$ cat config.mk
export PLATFORM = sky130hd
export DESIGN_NAME = nexys_starship_spawner
export DESIGN_NICKNAME = d
export VERILOG_FILES = /design/src/rtl/nexys_starship_pkg.sv /design/src/rtl/nexys_starship_lfsr16.sv /design/src/rtl/nexys_starship_spawner.sv
export SDC_FILE = /design/constraint.sdc
export NUM_CORES = 1
export LEC_CHECK = 0
export BUFFER_PORTS_ARGS = -buffer_cell sky130_fd_sc_hd__buf_4
export CAP_MARGIN = 20
export CORE_MARGIN = 8
export CORE_UTILIZATION = 40
export DETAILED_ROUTE_END_ITERATION = 10
export PLACE_DENSITY = 0.7
export RECOVER_POWER = 50
export SLEW_MARGIN = 20
export SYNTH_ARGS = -nofsm -noshare
export SYNTH_HDL_FRONTEND = slang
export SYNTH_SLANG_ARGS = --single-unit
$ cat constraint.sdc
create_clock -name Clk -period 2.75 [get_ports Clk]
set_input_delay 0.55 -clock Clk [delete_from_list [all_inputs] [get_ports Clk]]
set_output_delay 0.55 -clock Clk [all_outputs]
set_load 0.02 [all_outputs]
$ cat src/rtl/nexys_starship_pkg.sv
// Shared definitions for the starship monster spawner: state and lane encodings,
// difficulty tables and the LFSR step function shared by every random source.
package nexys_starship_pkg;

    typedef enum logic [3:0] {
        IDLE = 4'b0001,
        COOL = 4'b0010,
        ROLL = 4'b0100,
        REQ  = 4'b1000
    } state_t;

    localparam logic [1:0] LANE_TOP    = 2'd0;
    localparam logic [1:0] LANE_BOTTOM = 2'd1;
    localparam logic [1:0] LANE_LEFT   = 2'd2;
    localparam logic [1:0] LANE_RIGHT  = 2'd3;

    localparam logic [15:0] LFSR_TAPS = 16'hB400;

    // Spawn probability per tick is thresh/1024, rising with difficulty.
    function automatic logic [9:0] thresh_of(input logic [1:0] difficulty);
        logic [9:0] t;
        case (difficulty)
            2'd0:    t = 10'd1;
            2'd1:    t = 10'd4;
            2'd2:    t = 10'd16;
            2'd3:    t = 10'd64;
            default: t = 10'd64;
        endcase
        return t;
    endfunction

    function automatic logic [3:0] cool_of(input logic [1:0] difficulty);
        logic [3:0] c;
        case (difficulty)
            2'd0:    c = 4'd8;
            2'd1:    c = 4'd6;
            2'd2:    c = 4'd4;
            2'd3:    c = 4'd2;
            default: c = 4'd2;
        endcase
        return c;
    endfunction

    // Galois right-shift step; a non-zero state never maps to zero.
    function automatic logic [15:0] lfsr_next(input logic [15:0] s);
        return {1'b0, s[15:1]} ^ (s[0] ? LFSR_TAPS : 16'h0000);
    endfunction

endpackage

$ cat src/rtl/nexys_starship_lfsr16.sv
// Free-running 16-bit Galois LFSR, advancing on every clock after reset.
module nexys_starship_lfsr16
    import nexys_starship_pkg::*;
#(
    parameter logic [15:0] SEED = 16'hACE1
) (
    input  logic        Clk,
    input  logic        Reset,
    output logic [15:0] o_state
);

    logic [15:0] r_state;

    // LFSR state register
    always_ff @(posedge Clk or posedge Reset) begin
        if (Reset) begin
            r_state <= SEED;
        end else begin
            r_state <= lfsr_next(r_state);
        end
    end

    assign o_state = r_state;

endmodule

$ cat src/rtl/nexys_starship_spawner.sv
// Pseudo-random monster spawner feeding the quadrant monster stages via req/ack.
// Optional build macro NEXYS_SPAWN_FORCE_EN adds a force_spawn input.
module nexys_starship_spawner
    import nexys_starship_pkg::*;
#(
    parameter int unsigned TICK_DIV = 4,
    parameter logic [15:0] SEED     = 16'hACE1
) (
    input  logic       Clk,
    input  logic       Reset,
    input  logic       play_flag,
    input  logic [1:0] difficulty,
    input  logic       spawn_ack,
`ifdef NEXYS_SPAWN_FORCE_EN
    input  logic       force_spawn,
`endif
    output logic       spawn_req,
    output logic [1:0] spawn_lane,
    output logic [7:0] spawn_count,
    output logic       q_Idle,
    output logic       q_Cool,
    output logic       q_Roll,
    output logic       q_Req
);

    localparam int unsigned    PW       = $clog2(TICK_DIV);
    localparam logic [PW-1:0]  PRE_MAX  = PW'(TICK_DIV - 1);
    localparam logic [PW-1:0]  PRE_ONE  = PW'(1);
    localparam logic [PW-1:0]  PRE_ZERO = PW'(0);

    state_t        r_state;
    logic [PW-1:0] r_prescaler;
    logic [3:0]    r_cool_cnt;
    logic          r_spawn_req;
    logic [1:0]    r_spawn_lane;
    logic [7:0]    r_spawn_count;

    state_t        w_state_nxt;
    logic [PW-1:0] w_pre_nxt;
    logic [3:0]    w_cool_nxt;
    logic          w_req_nxt;
    logic [1:0]    w_lane_nxt;
    logic [7:0]    w_count_nxt;

    logic [15:0]   w_lfsr;
    logic [3:0]    w_unused_lfsr;
    logic          w_tick;
    logic          w_hit;
    logic          w_force;

    nexys_starship_lfsr16 #(
        .SEED (SEED)
    ) u_lfsr (
        .Clk     (Clk),
        .Reset   (Reset),
        .o_state (w_lfsr)
    );

    assign w_unused_lfsr = w_lfsr[15:12];

`ifdef NEXYS_SPAWN_FORCE_EN
    assign w_force = force_spawn;
`else
    assign w_force = 1'b0;
`endif

    assign w_tick = (r_state != IDLE) && (r_prescaler == PRE_MAX);
    assign w_hit  = (w_lfsr[9:0] < thresh_of(difficulty));

    // Next-state and next-output decode for the spawner FSM
    always_comb begin
        w_state_nxt = r_state;
        w_cool_nxt  = r_cool_cnt;
        w_req_nxt   = r_spawn_req;
        w_lane_nxt  = r_spawn_lane;
        w_count_nxt = r_spawn_count;
        if ((r_state == IDLE) || w_tick) begin
            w_pre_nxt = PRE_ZERO;
        end else begin
            w_pre_nxt = r_prescaler + PRE_ONE;
        end

        if (!play_flag) begin
            // Leaving play drops any pending request uncounted; the count survives.
            w_state_nxt = IDLE;
            w_req_nxt   = 1'b0;
            w_pre_nxt   = PRE_ZERO;
        end else begin
            case (r_state)
                IDLE: begin
                    w_state_nxt = COOL;
                    w_cool_nxt  = cool_of(difficulty);
                end
                COOL: begin
                    if (w_force) begin
                        w_state_nxt = REQ;
                        w_req_nxt   = 1'b1;
                        w_lane_nxt  = w_lfsr[11:10];
                    end else if (w_tick) begin
                        if (r_cool_cnt == 4'd1) begin
                            w_state_nxt = ROLL;
                        end else begin
                            w_cool_nxt = r_cool_cnt - 4'd1;
                        end
                    end else begin
                        w_state_nxt = COOL;
                    end
                end
                ROLL: begin
                    if (w_force || (w_tick && w_hit)) begin
                        w_state_nxt = REQ;
                        w_req_nxt   = 1'b1;
                        w_lane_nxt  = w_lfsr[11:10];
                    end else begin
                        w_state_nxt = ROLL;
                    end
                end
                REQ: begin
                    if (spawn_ack) begin
                        w_state_nxt = COOL;
                        w_req_nxt   = 1'b0;
                        w_cool_nxt  = cool_of(difficulty);
                        w_count_nxt = (r_spawn_count == 8'hFF) ? 8'hFF
                                                               : r_spawn_count + 8'd1;
                    end else begin
                        w_state_nxt = REQ;
                    end
                end
                default: begin
                    w_state_nxt = IDLE;
                    w_req_nxt   = 1'b0;
                    w_pre_nxt   = PRE_ZERO;
                end
            endcase
        end
    end

    // All spawner state and registered outputs
    always_ff @(posedge Clk or posedge Reset) begin
        if (Reset) begin
            r_state       <= IDLE;
            r_prescaler   <= PRE_ZERO;
            r_cool_cnt    <= 4'd0;
            r_spawn_req   <= 1'b0;
            r_spawn_lane  <= LANE_TOP;
            r_spawn_count <= 8'd0;
        end else begin
            r_state       <= w_state_nxt;
            r_prescaler   <= w_pre_nxt;
            r_cool_cnt    <= w_cool_nxt;
            r_spawn_req   <= w_req_nxt;
            r_spawn_lane  <= w_lane_nxt;
            r_spawn_count <= w_count_nxt;
        end
    end

    assign spawn_req   = r_spawn_req;
    assign spawn_lane  = r_spawn_lane;
    assign spawn_count = r_spawn_count;
    assign q_Idle      = r_state[0];
    assign q_Cool      = r_state[1];
    assign q_Roll      = r_state[2];
    assign q_Req       = r_state[3];

endmodule

* Word level (Yosys, flattened, before mapping) *
Index checks and enable logic that the tools add are counted.

storage, ports and cells
  bits in registers = 37
  input port bits = 6
  output and inout port bits = 15

cells by class
  add/subtract/negate cells = 3
  order comparisons = 1
  eq/ne operators = 18
  multiplexer cells = 21
  bitwise gates (word level) = 1
  reductions and logical operators = 11

operators with widths
  cell                                                                 count
  10-bit one-hot mux with 4 select lines                               1
  4-bit two-way mux                                                    8
  4-bit one-hot mux with 4 select lines                                2
  16-bit two-way mux                                                   1
  15-bit by 16-bit XOR with 16-bit output                              1
  4-bit one-hot mux with 3 select lines                                1
  10-bit < comparator                                                  1
  3-bit AND reduction                                                  3
  8-bit by 1-bit adder with 8-bit output (second input constant)       1
  4-bit by 1-bit == test with 1-bit output (second input constant)     2
  8-bit == test (second input constant)                                1
  8-bit two-way mux                                                    1
  2-bit != test (second input constant)                                4
  2-bit == test (second input constant)                                3
  2-bit two-way mux                                                    3
  3-bit != test (second input constant)                                2
  5-bit AND reduction                                                  1
  4-bit by 2-bit == test with 1-bit output (second input constant)     1
  4-bit by 3-bit == test with 1-bit output (second input constant)     1
  4-bit == test (second input constant)                                1
  4-bit by 1-bit != test with 1-bit output (second input constant)     1
  4-bit != test (second input constant)                                1
  4-bit OR reduction                                                   1
  4-bit by 1-bit subtractor with 4-bit output (second input constant)  1
  other kinds (9)                                                      12

* Depth between registers and ports, before layout *
Gate-level depths: netlist of run 1.

  word-level depth = 7
  mapped depth = 9
  mapped depth without buffers = 9

* Modules after synthesis *
A second synthesis of run 1 with hierarchy kept.

second synthesis, totals
  cell total of the unflattened synthesis = 175
  area, all modules = 1,860.5 um2

by module, submodules not included
  module                  instances  cells each  area an instance (um2)
  nexys_starship_spawner  1          155         1,420.1
  nexys_starship_lfsr16   1          20          440.4

* Worst setup path before layout of run 1 *
No wires, ideal clock.

  kind = input -> register
  start point = in difficulty[0]
  end point = reg r_spawn_lane[0], in the netlist spawn_lane[0]
  library setup time = 128 ps
  arrival = 2,151 ps
  data required time = 2,622 ps
  slack = 472 ps
  stages on the path = 8
  path buffers = 0
  cell sequence = ha_1 -> inv_1 -> ha_1 -> or4_1 -> nor2_1 -> nand2_1 -> nor3_2 -> mux2_1

between the ends
  word-level cells in the longest chain between the ends = 5

RTL lines
  what                                        RTL line                       source
  start, declared                             nexys_starship_spawner.sv:12   input logic [1:0] difficulty,
  2-bit == test (tied with other cells)       nexys_starship_pkg.sv:22       case (difficulty)
  10-bit one-hot mux with 4 select lines (*)  nexys_starship_pkg.sv:22
  10-bit < comparator (*)                     nexys_starship_spawner.sv:68   assign w_hit = (w_lfsr[9:0] < thresh_of(difficulty));
  1-bit logical AND (*)                       nexys_starship_spawner.sv:110  if (w_force || (w_tick && w_hit)) begin
  3-bit AND reduction (no line) (*)           n/a
  end signal, assigned                        nexys_starship_spawner.sv:152  r_spawn_lane <= w_lane_nxt;
  end, declared                               nexys_starship_spawner.sv:35   logic [1:0] r_spawn_lane;

Every way passes the cells marked *; elsewhere a longest branch is shown, timed or not. The select of a mux whose other input is x is not followed.
A chain may end at the register's enable or synchronous reset.

* Final worst setup path of run 1 *
Ends and elaborated chain as after synthesis.

==> results.sh, run 1 <==
export IMPL_avgSynthCellArea_sq_um=11.0
export IMPL_syn2layout_area_growth_pct=16.7
export IMPL_wl_per_cell_microns=13.9
export IMPL_fill_cells=416
export IMPL_htreeDepth=2
export IMPL_timing_fmax_ghz=0.446
export IMPL_grt_pass1_vias=1260
export IMPL_synth_top_area_share_pct=39.4
export IMPL_slew_headroom_pct=-26.9
export IMPL_yosys_area_top_type="dfrtp_1"
export IMPL_grt_usage_pct=10.8
export IMPL_r2r_setup_slack_ns=0.72
export IMPL_stdcell_area_sq_um=2080
export IMPL_critPathArrivalTime_ns=2.40
export IMPL_end_kind="register"
export IMPL_leakage_uw=0.000979
export IMPL_cts_tree="done"
export IMPL_ys_top_cells_by_count="dfrtp_1, nor2_1, ha_1"
export IMPL_async_flop_share_pct=100
export IMPL_numCtsBuffers=5
export IMPL_maxSlewViolCount=38
export IMPL_clk_pin_slew_ns=0.07
export IMPL_ios=21
export IMPL_drc=0
export IMPL_n_antenna_cell=0
export IMPL_maxCapViolations=1
export IMPL_power_density_nw_per_um2=646
export IMPL_die_area_sq_um=6830
export IMPL_tightest_slew_ns=1.90
export IMPL_setup_violations=0
export IMPL_clock_skew_ns=0.00620
export IMPL_regToRegStartpoint="u_lfsr.o_state[6]"
export IMPL_finalPower_uw=1340
export IMPL_routed_wl_mm=3.31
export IMPL_worstPathMaxFanout=4
export IMPL_synth_edff_count=0
export IMPL_synth_cell_types=38
export IMPL_period_needed_ns=2.24
export IMPL_drt_iter0_markers=75
export IMPL_rr_worst_depth=6
export IMPL_rsz0062_at_grt="false"
export IMPL_antenna_found_initial=0
export IMPL_drive_gt1_share_pct=20.9
export IMPL_core_sq_um=4320
export IMPL_worst_skew_pair_late_latency_ns=0.28
export IMPL_dr_pass1_iters=4
export IMPL_grt_overflow_total=0
export IMPL_crit_start="difficulty[0]"
export IMPL_final_hold_viol_count=0
export IMPL_worstPathRequired_ns=2.91
export IMPL_portBuffers=20
export IMPL_start_util_pct=41.1
export IMPL_cts_path_max_buffers=2
export IMPL_seq_area_frac_synth_pct=52.7
export IMPL_ant_nets=0
export IMPL_place_gp_congestion=0.716
export IMPL_yosys_register_bits=37
export IMPL_critical_path_class="in -> reg"
export IMPL_synth_fp_nets=180
export IMPL_min_delay_path_class="reg -> reg"
export IMPL_ir_drop_uv=315
export IMPL_fin_nets=204
export IMPL_die_h_microns=82.7
export IMPL_fp_dieW_microns=82.7
export IMPL_r2r_end="spawn_lane[0]"
export IMPL_hold_buffers=0
export IMPL_grt_pass1_wl_mm=5.66
export IMPL_dpl_cell_area_sq_um=1980
export IMPL_endpoint="spawn_lane[0]"
export IMPL_vias=1256
export IMPL_cts_sinks=37
export IMPL_violations="capacitance limit, slew limit"
export IMPL_yosysMostFrequentCell="dfrtp_1"
export IMPL_crit_path_start_kind="input port"
export IMPL_grt_max_degree=38
export IMPL_dp_hpwl_mm=2.34
export IMPL_syn_inst=162
export IMPL_rows=24
export IMPL_status="complete, but fails checks"
export IMPL_synth_area_leaders="dfrtp_1, dfstp_2, ha_1"
export IMPL_post_cts_setup_buffers=0
export IMPL_ys_flop_type="dfrtp_1"
export IMPL_ctsResizeCount=0
export IMPL_yosysWarnings=0
export IMPL_netlist_area_sq_um=1780
export IMPL_fin_crit_sh_pct=81.5
export IMPL_cts_root_buf="clkbuf_8"
export IMPL_tns_ns=0
export IMPL_routed_via_density=5.26
cell type report:
cell class	count	area [sq um]	area share, %
repair buffers	22	161	7.78
multi-input cells	108	766	36.9
flip-flops and latches	37	937	45.1
inverters	12	45.0	2.17
clock inverters	1	5.00	0.241
clock buffers	7	96.3	4.64
well taps	52	65.1	3.13
worst min-delay path by stage:
stage                         endpoint               start  cells after the start  slack, ns
finish              u_lfsr.o_state[11]  u_lfsr.o_state[12]                      0       0.35
global route        u_lfsr.o_state[11]  u_lfsr.o_state[12]                      0       0.37
CTS                 u_lfsr.o_state[11]  u_lfsr.o_state[12]                      0       0.36
detailed placement  u_lfsr.o_state[11]  u_lfsr.o_state[12]                      0       0.35
global placement    u_lfsr.o_state[11]  u_lfsr.o_state[12]                      0       0.34
floorplan           u_lfsr.o_state[11]  u_lfsr.o_state[12]                      0       0.33
metrics by stage:
| stage | setup WS [ns] | util [%] | std cells | hold WS [ns] |
|---|---|---|---|---|
| after floorplan | 0.472 | - | 162 | 0.333 |
| after global placement | 0.268 | 45.7 | 231 | 0.337 |
| after detailed placement | 0.199 | 45.7 | 231 | 0.346 |
| after CTS | 0.497 | 48.1 | 239 | 0.360 |
| after global routing | 0.221 | 48.0 | 239 | 0.372 |
| final | 0.509 | 48.0 | 239 | 0.353 |
worst max-delay path, stage by stage:
cell and delay (ns):
buf_4 0.13, inv_1 0.07, ha_1 0.14, inv_1 0.04, ha_1 0.28, o21a_1 0.12
o31ai_1 0.33, nand2_1 0.11, nor3_2 0.29, mux2_1 0.34
registers in the layout, indices dropped and copies added (netlist names):
register and flops:
u_lfsr.o_state 16, spawn_count 8, r_cool_cnt 4, r_state 4, r_prescaler 2, spawn_lane 2, spawn_req 1
layout by cell type (no fill, tap or decap), drive strengths merged, types with 3 or more instances in the layout:
cell	count
dfrtp	28
buf	20
nor2	13
ha	12
inv	12
a21oi	11
nand2	9
clkbuf	9
dfstp	9
nand3	7
o21ai	7
xor2	4
o21a	4
and3	3
nand4	3
nand2b	3
mux2	3
nor3b	3
nor3	3
cell families after synthesis:
| family | after synthesis | share of synthesized area, % |
|---|---|---|
| AO/OA/AOI/OAI | 34 | 11.9 |
| flip-flops | 37 | 52.7 |
| XOR/XNOR | 5 | 2.46 |
| multiplexers | 4 | 2.46 |
| buffers and inverters | 17 | 4.22 |
| AND/OR/NAND/NOR | 53 | 17.8 |
| adder cells (fa/ha/maj) | 12 | 8.44 |
power by group:
part,internal [uW],leakage [uW],total [uW],switching (uW)
Sequential,595,0.000477,659,64.1
Clock,226,0.0000542,413,186
Combinational,119,0.000448,268,149
per-layer routing:
layer | GRT usage, % | wire [microns] | vias to the layer above
met3 | 3.35 | 230 | 4
met1 | 13.1 | 1520 | 601
li1 | - | - | 616
met4 | 5.17 | 37 | 0
met5 | 0 | 0 | -
met2 | 17.2 | 1520 | 35
No activity file was read; power rests on OpenSTA's default activity.
==> run 2: changes to the inputs <==
--- a/config.mk
+++ b/config.mk
@@ -5,12 +5,13 @@
 export SDC_FILE = /design/constraint.sdc
 export NUM_CORES = 1
 export LEC_CHECK = 0
+export ABC_AREA = 1
 export BUFFER_PORTS_ARGS = -buffer_cell sky130_fd_sc_hd__buf_4
 export CAP_MARGIN = 20
 export CORE_MARGIN = 8
 export CORE_UTILIZATION = 40
 export DETAILED_ROUTE_END_ITERATION = 10
-export PLACE_DENSITY = 0.7
+export PLACE_DENSITY = 0.72
 export RECOVER_POWER = 50
 export SLEW_MARGIN = 20
 export SYNTH_ARGS = -nofsm -noshare
==> constraint.sdc (replaced) <==
create_clock -name Clk -period 1.9 [get_ports Clk]
set_input_delay 0.38 -clock Clk [delete_from_list [all_inputs] [get_ports Clk]]
set_output_delay 0.38 -clock Clk [all_outputs]
set_load 0.02 [all_outputs]
==> results.sh, run 2 <==
export IMPL_status="complete, no violations"
export IMPL_ios=21
export IMPL_final_hold_viol_count=0
export IMPL_r2r_end="spawn_count[4]"
export IMPL_dr_pass1_iters=4
export IMPL_fp_dieW_microns=85.1
export IMPL_crit_family="simple AND/OR/NAND/NOR gates"
export IMPL_portBuffers=20
export IMPL_wl_per_cell_microns=11.8
export IMPL_ctsResizeCount=0
export IMPL_yosys_register_bits=37
export IMPL_clkPwrFrac_pct=37.8
export IMPL_maxCapViolations=0
export IMPL_multi_input_area_sq_um=805
export IMPL_power_density_nw_per_um2=794
export IMPL_htreeDepth=2
export IMPL_fill_cells=441
export IMPL_sw_frac_of_total_pct=26.0
export IMPL_yosysWarnings=0
export IMPL_numCtsBuffers=5
export IMPL_layout_commonest_cell="nand2_1"
export IMPL_tightest_slew_ns=0.870
export IMPL_worstPathRequired_ns=2.11
export IMPL_routed_wl_mm=3.63
export IMPL_final_cell_mix="nand2_1, inv_1, dfrtp_1"
export IMPL_yosysMostFrequentCell="nand2_1"
export IMPL_routed_via_density=4.75
export IMPL_slew_headroom_pct=42.0
export IMPL_critPathArrivalTime_ns=1.86
export IMPL_netlist_area_sq_um=1910
export IMPL_end_kind="register"
export IMPL_drc=0
export IMPL_worstPathMaxFanout=4
export IMPL_ir_drop_uv=329
export IMPL_maxSlewViolCount=0
export IMPL_timing_fmax_ghz=0.608
export IMPL_fin_crit_sh_pct=86.6
export IMPL_internal_power_uw=1320
export IMPL_regToRegStartpoint="spawn_count[0]"
export IMPL_avgSynthCellArea_sq_um=8.46
export IMPL_synth_edff_count=0
export IMPL_rsz0062_at_grt="false"
export IMPL_yosys_area_top_type="dfrtp_1"
export IMPL_crit_path_start_kind="register"
export IMPL_syn2layout_area_growth_pct=17.2
export IMPL_grt_max_degree=38
export IMPL_hold_buffers=0
export IMPL_synth_top_area_share_pct=36.6
export IMPL_largest_reg_flops=16
export IMPL_leakage_uw=0.00124
export IMPL_crit_slowest_cell="dfrtp_1"
export IMPL_die_area_sq_um=7250
export IMPL_p_switching_uw=462
export IMPL_grt_pass1_wl_mm=6.37
export IMPL_r2r_setup_slack_ns=0.26
export IMPL_rows=25
export IMPL_dp_hpwl_mm=2.68
export IMPL_finalPower_uw=1780
export IMPL_ys_top_cells_by_count="nand2_1, inv_1, dfrtp_1"
export IMPL_drt_iter0_markers=61
export IMPL_pwr_share_comb_pct=14.1
export IMPL_seq_area_frac_synth_pct=49.0
export IMPL_vias=1464
export IMPL_cts_root_buf="clkbuf_8"
export IMPL_synth_cell_types=25
export IMPL_grt_pass1_vias=1420
export IMPL_cp_slowest_stage_delay_ns=0.37
export IMPL_fin_nets=271
export IMPL_async_flop_share_pct=100
export IMPL_critical_path_class="reg -> reg"
export IMPL_place_gp_congestion=0.821
export IMPL_path_cells="ha_1, nand2_1, nor3_2, nand2_1, nor2_1, nand2_1, nand3_1"
export IMPL_clock_skew_ns=0.00855
export IMPL_rr_worst_depth=7
export IMPL_n_antenna_cell=0
export IMPL_die_h_microns=85.1
export IMPL_start_util_pct=41.0
export IMPL_ant_nets=0
export IMPL_grt_usage_pct=10.9
export IMPL_syn_inst=226
export IMPL_ys_flop_type="dfrtp_1"
export IMPL_cts_path_max_buffers=2
export IMPL_synth_fp_nets=244
export IMPL_core_sq_um=4660
export IMPL_synth_area_leaders="dfrtp_1, dfstp_2, nand2_1"
export IMPL_setup_violations=0
export IMPL_worst_path_most_repeated_cell="nand2_1"
export IMPL_min_delay_path_class="in -> async"
export IMPL_tns_ns=0
export IMPL_path_buf_inv=0
export IMPL_worst_skew_pair_late_latency_ns=0.29
export IMPL_grt_overflow_total=0
export IMPL_antenna_found_initial=0
export IMPL_cts_tree="done"
export IMPL_holdWs_ns=0.348
export IMPL_regArea_sq_um=937
export IMPL_cts_sinks=37
export IMPL_clk_pin_slew_ns=0.08
export IMPL_drive_gt1_share_pct=18.9
export IMPL_seq_power_share_pct=48.0
export IMPL_period_needed_ns=1.64
export IMPL_post_cts_setup_buffers=0
==> run 2: cell types whose count changed after synthesis, sizes merged, moves of 4 or more <==
cell | before | now
a21oi | 11 | 1
inv | 12 | 39
nand2 | 9 | 51
nand3 | 7 | 24
nor2 | 13 | 26
o21a | 4 | 0
o21ai | 7 | 13
==> run 2: cell type report <==
type / instances / share of cell area, %
flip-flops and latches: 37 / 41.8
clock inverters: 3 / 2.07
repair buffers: 23 / 7.59
well taps: 54 / 3.02
clock buffers: 5 / 3.07
multi-input cells: 147 / 35.9
inverters: 39 / 6.53
==> run 2: worst max path at each step <==
| stage | cells past startpoint | end | startpoint | slack [ns] |
|---|---|---|---|---|
| final | 7 | spawn_count[4] | spawn_count[0] | 0.26 |
| after floorplan | 11 | spawn_lane[0] | difficulty[0] | 0.38 |
| after detailed placement | 12 | spawn_lane[0] | difficulty[0] | 0.09 |
| after global routing | 6 | spawn_count[6] | r_state[1] | 0.06 |
| after CTS | 6 | spawn_count[5] | r_state[1] | 0.25 |
| after global placement | 12 | spawn_lane[0] | difficulty[0] | 0.13 |
==> run 2: power by group through the flow <==
stage | Sequential, uW | Clock, uW | Combinational (uW)
2_1_floorplan | 875 | 0 | 183
3_3_place_gp | 868 | 0 | 252
3_5_place_dp | 870 | 0 | 256
4_1_cts | 856 | 694 | 258
5_1_grt | 859 | 733 | 290
6_report | 855 | 673 | 252
==> run 2: stage by stage <==
stage | utilization (%) | worst slack, ns | cell area [sq um] | std cells
5_1_grt | 48.1 | 0.0583 | 2240 | 308
3_3_place_gp | 45.7 | 0.135 | 2130 | 300
6_report | 48.1 | 0.255 | 2240 | 308
2_1_floorplan | - | 0.378 | 1910 | 226
3_5_place_dp | 45.7 | 0.0937 | 2130 | 300
4_1_cts | 48.1 | 0.251 | 2240 | 308
==> run 2: per-layer routing <==
metal | GRT usage, % | vias up | wire [microns] | part of all wire (%)
li1 | - | 759 | - | -
met1 | 12.9 | 684 | 1670 | 46
met2 | 18.2 | 19 | 1830 | 50
met3 | 2.70 | 2 | 106 | 2.9
met4 | 5.02 | 0 | 29 | 0.80
met5 | 0 | - | 0 | 0
==> run 2: cell families after synthesis <==
family,Yosys count,share of synthesized area (%)
DFF,37,49.0
buffers and inverters,42,8.90
xor gates and xnor gates,5,2.29
and+or+nand+nor,115,27.8
adders and majority gates,12,7.85
AOI/OAI and AO/OA,15,4.12
==> run 2: worst register-to-register path: cells and delay by family, from the launching register on <==
family | cells | cell delay [ns]
adders and majority gates | 1 | 0.21
DFF | 1 | 0.37
and+or+nand+nor | 6 | 0.98
